===== config.mk =====
export PLATFORM = sky130hd
export DESIGN_NAME = rng_arbiter
export DESIGN_NICKNAME = d
export VERILOG_FILES = /design/src/rtl/rng_arbiter.sv
export SDC_FILE = /design/constraint.sdc
export NUM_CORES = 1
export LEC_CHECK = 0
export CORE_ASPECT_RATIO = 0.75
export CORE_MARGIN = 2
export CORE_UTILIZATION = 35
export DETAILED_ROUTE_END_ITERATION = 6
export GPL_TIMING_DRIVEN = 1
export HOLD_SLACK_MARGIN = 0.1
export PLACE_DENSITY = 0.71
export SLEW_MARGIN = 20
export SYNTH_ARGS = -nofsm -noshare
export SYNTH_HDL_FRONTEND = slang
export SYNTH_SLANG_ARGS = --single-unit

===== constraint.sdc =====
create_clock -name clk_i -period 3.6 [get_ports clk_i]
set_input_delay 1.08 -clock clk_i [delete_from_list [all_inputs] [get_ports clk_i]]
set_output_delay 1.08 -clock clk_i [all_outputs]
set_load 0.02 [all_outputs]

===== src/rtl/rng_arbiter.sv =====
// rng_arbiter: round-robin grant arbiter that hands each granted requester a
// word from an external Galois LFSR and services LFSR reseed requests.
// Optional feature macro: RNG_ARBITER_STAT_EN adds per-requester 16-bit
// saturating grant counters on gnt_cnt_o.
module rng_arbiter #(
  parameter int unsigned NUM_REQ   = 4,
  parameter int unsigned VAL_WIDTH = 32,
  parameter int unsigned GAP_CYC   = 2
) (
  input  logic                    clk_i,
  input  logic                    rst_i,
  input  logic                    en_i,
  input  logic                    seed_wr_i,
  input  logic [VAL_WIDTH-1:0]    seed_i,
  output logic                    lfsr_wr_o,
  output logic [VAL_WIDTH-1:0]    lfsr_dat_o,
  input  logic [VAL_WIDTH-1:0]    lfsr_val_i,
  input  logic [NUM_REQ-1:0]      req_i,
  output logic [NUM_REQ-1:0]      gnt_o,
  output logic [VAL_WIDTH-1:0]    dat_o,
`ifdef RNG_ARBITER_STAT_EN
  output logic [NUM_REQ*16-1:0]   gnt_cnt_o,
`endif
  output logic                    seed_pend_o
);

  localparam int unsigned IDX_W = (NUM_REQ > 1) ? $clog2(NUM_REQ) : 1;
  localparam int unsigned GAP_W = 4;

  typedef enum logic [1:0] {
    IDLE  = 2'd0,
    SEED  = 2'd1,
    GRANT = 2'd2,
    GAP   = 2'd3
  } state_t;

  state_t               state_q, state_d;
  logic [IDX_W-1:0]     ptr_q, ptr_d;
  logic [IDX_W-1:0]     win_q, win_d;
  logic [GAP_W-1:0]     gap_q, gap_d;
  logic [VAL_WIDTH-1:0] seed_q, seed_d;
  logic                 pend_d;
  logic [NUM_REQ-1:0]   gnt_d;
  logic [VAL_WIDTH-1:0] dat_d;
  logic                 lfsr_wr_d;
  logic [VAL_WIDTH-1:0] lfsr_dat_d;

  logic                 win_found;
  logic [IDX_W-1:0]     win_idx;
  int unsigned          rr_idx;

  // Round-robin search: first active request at or after ptr_q, wrapping
  always_comb begin
    win_found = 1'b0;
    win_idx   = '0;
    rr_idx    = 0;
    for (int unsigned k = 0; k < NUM_REQ; k++) begin
      rr_idx = (32'(ptr_q) + k) % NUM_REQ;
      if (!win_found && req_i[IDX_W'(rr_idx)]) begin
        win_found = 1'b1;
        win_idx   = IDX_W'(rr_idx);
      end
    end
  end

  // Next-state and next-output logic; seed capture overrides the SEED clear
  always_comb begin
    state_d    = state_q;
    ptr_d      = ptr_q;
    win_d      = win_q;
    gap_d      = gap_q;
    seed_d     = seed_q;
    pend_d     = seed_pend_o;
    gnt_d      = '0;
    dat_d      = '0;
    lfsr_wr_d  = 1'b0;
    lfsr_dat_d = '0;

    case (state_q)
      IDLE: begin
        if (seed_pend_o) begin
          state_d    = SEED;
          lfsr_wr_d  = 1'b1;
          lfsr_dat_d = seed_q;
          pend_d     = 1'b0;
        end else if (!seed_wr_i && en_i && win_found) begin
          // An arriving seed write holds off the grant so the seed goes first
          state_d = GRANT;
          gnt_d   = NUM_REQ'(1) << win_idx;
          dat_d   = lfsr_val_i;
          win_d   = win_idx;
        end
      end
      GRANT: begin
        ptr_d   = (win_q == IDX_W'(NUM_REQ - 1)) ? '0 : win_q + IDX_W'(1);
        state_d = GAP;
        gap_d   = GAP_W'(GAP_CYC - 1);
      end
      SEED: begin
        state_d = GAP;
        gap_d   = GAP_W'(GAP_CYC - 1);
      end
      GAP: begin
        if (gap_q == '0) begin
          state_d = IDLE;
        end else begin
          gap_d = gap_q - GAP_W'(1);
        end
      end
      default: state_d = IDLE;
    endcase

    if (seed_wr_i) begin
      seed_d = (seed_i == '0) ? VAL_WIDTH'(1) : seed_i;
      pend_d = 1'b1;
    end
  end

  // State and registered outputs
  always_ff @(posedge clk_i) begin
    if (rst_i) begin
      state_q     <= IDLE;
      ptr_q       <= '0;
      win_q       <= '0;
      gap_q       <= '0;
      seed_q      <= '0;
      seed_pend_o <= 1'b0;
      gnt_o       <= '0;
      dat_o       <= '0;
      lfsr_wr_o   <= 1'b0;
      lfsr_dat_o  <= '0;
    end else begin
      state_q     <= state_d;
      ptr_q       <= ptr_d;
      win_q       <= win_d;
      gap_q       <= gap_d;
      seed_q      <= seed_d;
      seed_pend_o <= pend_d;
      gnt_o       <= gnt_d;
      dat_o       <= dat_d;
      lfsr_wr_o   <= lfsr_wr_d;
      lfsr_dat_o  <= lfsr_dat_d;
    end
  end

`ifdef RNG_ARBITER_STAT_EN
  // Per-requester saturating grant counters, bumped in the GRANT cycle
  always_ff @(posedge clk_i) begin
    if (rst_i) begin
      gnt_cnt_o <= '0;
    end else if (state_q == GRANT) begin
      if (gnt_cnt_o[32'(win_q)*16 +: 16] != 16'hFFFF) begin
        gnt_cnt_o[32'(win_q)*16 +: 16] <= gnt_cnt_o[32'(win_q)*16 +: 16] + 16'd1;
      end
    end
  end
`endif

endmodule


==> flow_summary_export.csv <==
group,metric,value,unit
yosys,synth_compound_area_share,3.95,%
run,maxCapViolCount,0,
yosys,ys_async_sr_fraction,0,%
clocking,path_clk_slew,80,ps
route,drc,0,
final_layout,final_cell_mix,"139 x clkdlybuf4s50_1, 112 x dfxtp_1, 64 x and2_1",
final_layout,finalInstanceArea,5560,sq um
yosys,synth_nets,415,
yosys,synth-xor-area-share,0.234,%
timing,max_freq,0.412,GHz
route,wl,8.53,mm
clocking,cts.sink_count,112,
place,hpwl,6.06,mm
place,numPortBuffers,141,
final_layout,fillCellCount,911,
timing,finalCritPeriodShare,67.4,%
yosys,syn_avg_cell_area,11.1,sq um
yosys,ys_warn_count,0,
final_layout,regArea,2240,sq um
final_layout,area_growth,48.8,%
timing,tightest_slew,580,ps
final_layout,stdcell_count,619,
status,outcome,"finished clean",
yosys,synthDistinctLibCells,41,
final_layout,nNetsFinal,555,
clocking,clk_latency,340,ps
timing,skew,5.11,ps
clocking,numCtsBuffers,9,
route,wl_per_cell,13.8,um
yosys,synthCells,338,
worst_setup_path,crit_slowest_cell,"clkdlybuf4s50_1",
timing,final-max-slew-violation-count,0,
worst_setup_path,endpoint_kind,"output port",
timing,grt_setup_unrepaired,"false",
power_and_ir_drop,powerDensity,504,nW/um^2
place,place_congestion,0.761,
final_layout,final_core_util,53.8,%
yosys,ys_seq_elements,112,
global_route,overflow,0,
yosys,yosys.area_share.adder,1.67,%
yosys,yosysSeqAreaShare,60.0,%
timing,setup_violations,0,
worst_setup_path,crit_fanout,5,
floorplanning,die_h,93.5,um
place,dp.cells,602,
worst_setup_path,path_delay_family,"buffers and inverters",
worst_setup_path,crit_type,"flip-flop to output port",
route,vias,2802,
route,routed_via_density,4.53,
global_route,grt_pass1_vias,2720,
yosys,synthFlopType,"dfxtp_1",
global_route,grt_use_total,14.4,%
final_layout,diodes,0,
global_route,grt_pass1_wl,12.8,mm
global_route,grt_max_degree,45,
floorplanning,rows,32,
clocking,post-cts-setup-buffers,0,
floorplanning,ios,142,
worst_setup_path,worstPathCellList,"clkdlybuf4s50_1",
place,post_dp_cell_area,5260,sq um
timing,hold_viol_final,0,
clocking,cts_tree,"built",
timing,tns,0,ps
worst_setup_path,crit_arrival,1350,ps
route,first_pass_iters,6,
power_and_ir_drop,vdd.ir_drop.worst,0.000259,V
timing,period_needed,2430,ps
yosys,synthMuxAreaShare,9.64,%
worst_setup_path,cp_num_buf_inv,1,
clocking,cts.path.max_buffers,2,
yosys,synth_edf_count,0,
route,drtIter0Drc,69,
worst_setup_path,cp.required,2520,ps
floorplanning,die_w,123,um
clocking,holdBufCountCts,0,
clocking,cts-resized-gates,0,
timing,slew_headroom,61.4,%
floorplanning,core,10300,sq um
yosys,synth-simple-area-share,21.8,%
clocking,htree_levels,3,
timing,hold_ws,459,ps
place,dp_slack,558,ps
final_layout,layout_commonest_cell,"clkdlybuf4s50_1",
worst_setup_path,slowest_delay,620,ps
timing,final.setup.worst_slack,1170,ps
final_layout,drive_above_1_share,5.80,%
clocking,root_buffer,"clkbuf_16",
power_and_ir_drop,leakage,2.24,nW
yosys,synth_top_family_by_area,"simple AND/OR/NAND/NOR gates",
worst_hold_path,hp-class,"flip-flop to flip-flop",
power_and_ir_drop,p_total,2.80,mW
floorplanning,initial_core_util,36.2,%
yosys,syn_area,3740,sq um
global_route,grt_antenna_before_repair,0,
worst_setup_path,cp-start-kind,"flip-flop",
final_layout,multiInputGateArea,1400,sq um
floorplanning,die-area,11500,sq um
route,postRouteAntennaNets,0,
-- synthesized netlist by cell type (2+ instances only) --
| master | count | share of area (%) |
|---|---|---|
| clkbuf_1 | 4 | 0.40 |
| and4_1 | 2 | 0.47 |
| mux2i_1 | 36 | 9.6 |
| buf_2 | 4 | 0.54 |
| nor3_1 | 2 | 0.27 |
| ha_1 | 5 | 1.7 |
| clkbuf_2 | 3 | 0.40 |
| a21oi_1 | 8 | 1.1 |
| inv_1 | 6 | 0.60 |
| o211ai_1 | 2 | 0.40 |
| nand2b_1 | 5 | 0.84 |
| nor3b_1 | 3 | 0.60 |
| dfxtp_1 | 112 | 60 |
| nor2_1 | 41 | 4.1 |
| nand2_1 | 6 | 0.60 |
| nor4_1 | 8 | 1.3 |
| and2_1 | 64 | 11 |
| o221ai_1 | 2 | 0.47 |
| buf_1 | 3 | 0.30 |
-- cell type report --
cell class | count | share of cell area [%]
repair buffers | 145 | 25.9
multi-input cells | 204 | 25.1
inverters | 6 | 0.405
clock inverters | 6 | 0.945
well taps | 136 | 3.06
flip-flops and latches | 112 | 40.3
clock buffers | 10 | 4.30
-- routing by layer --
metal	track usage (%)	vias up	routed length (um)
li1	-	1397	-
met1	16.1	1291	3580
met2	24.0	107	3900
met5	0	-	0
met4	3.98	0	70
met3	7.20	7	980
-- logic make-up after synthesis --
kind of cell             Yosys count
multiplexers                      36
flip-flops                       112
XOR/XNOR                           1
AO/OA/AOI/OAI                     22
AND/OR/NAND/NOR                  140
adder cells (fa/ha/maj)            5
buffers and inverters             22
-- state kept, by name (all words and copies together) (netlist names) --
register,count
seed_q,32
seed_pend_o,1
lfsr_dat_o,32
gap_q,4
dat_o,32
ptr_q,2
gnt_o,4
win_q,2
lfsr_wr_o,1
state_q,2
-- power breakdown --
group | internal, mW | total [mW] | switching [mW]
sequential | 1.32 | 1.35 | 0.0376
combinational | 0.246 | 0.490 | 0.244
clock | 0.499 | 0.958 | 0.460
total | 2.06 | 2.80 | 0.741
-- final timing paths --
check	startpoint	to	slack (ps)	depth (start not counted)
setup / recovery	seed_pend_o$_SDFFE_PP0P_	seed_pend_o	1170	1
hold reg to reg	seed_q[1]$_SDFFE_PP0P_	lfsr_dat_o[1]$_SDFF_PP0_	460	1
hold / removal	seed_q[1]$_SDFFE_PP0P_	lfsr_dat_o[1]$_SDFF_PP0_	460	1
setup reg to reg	state_q[0]$_SDFFE_PP0P_	gnt_o[2]$_SDFF_PP0_	1900	6
Note: power is estimated with default switching activity, not from simulation.
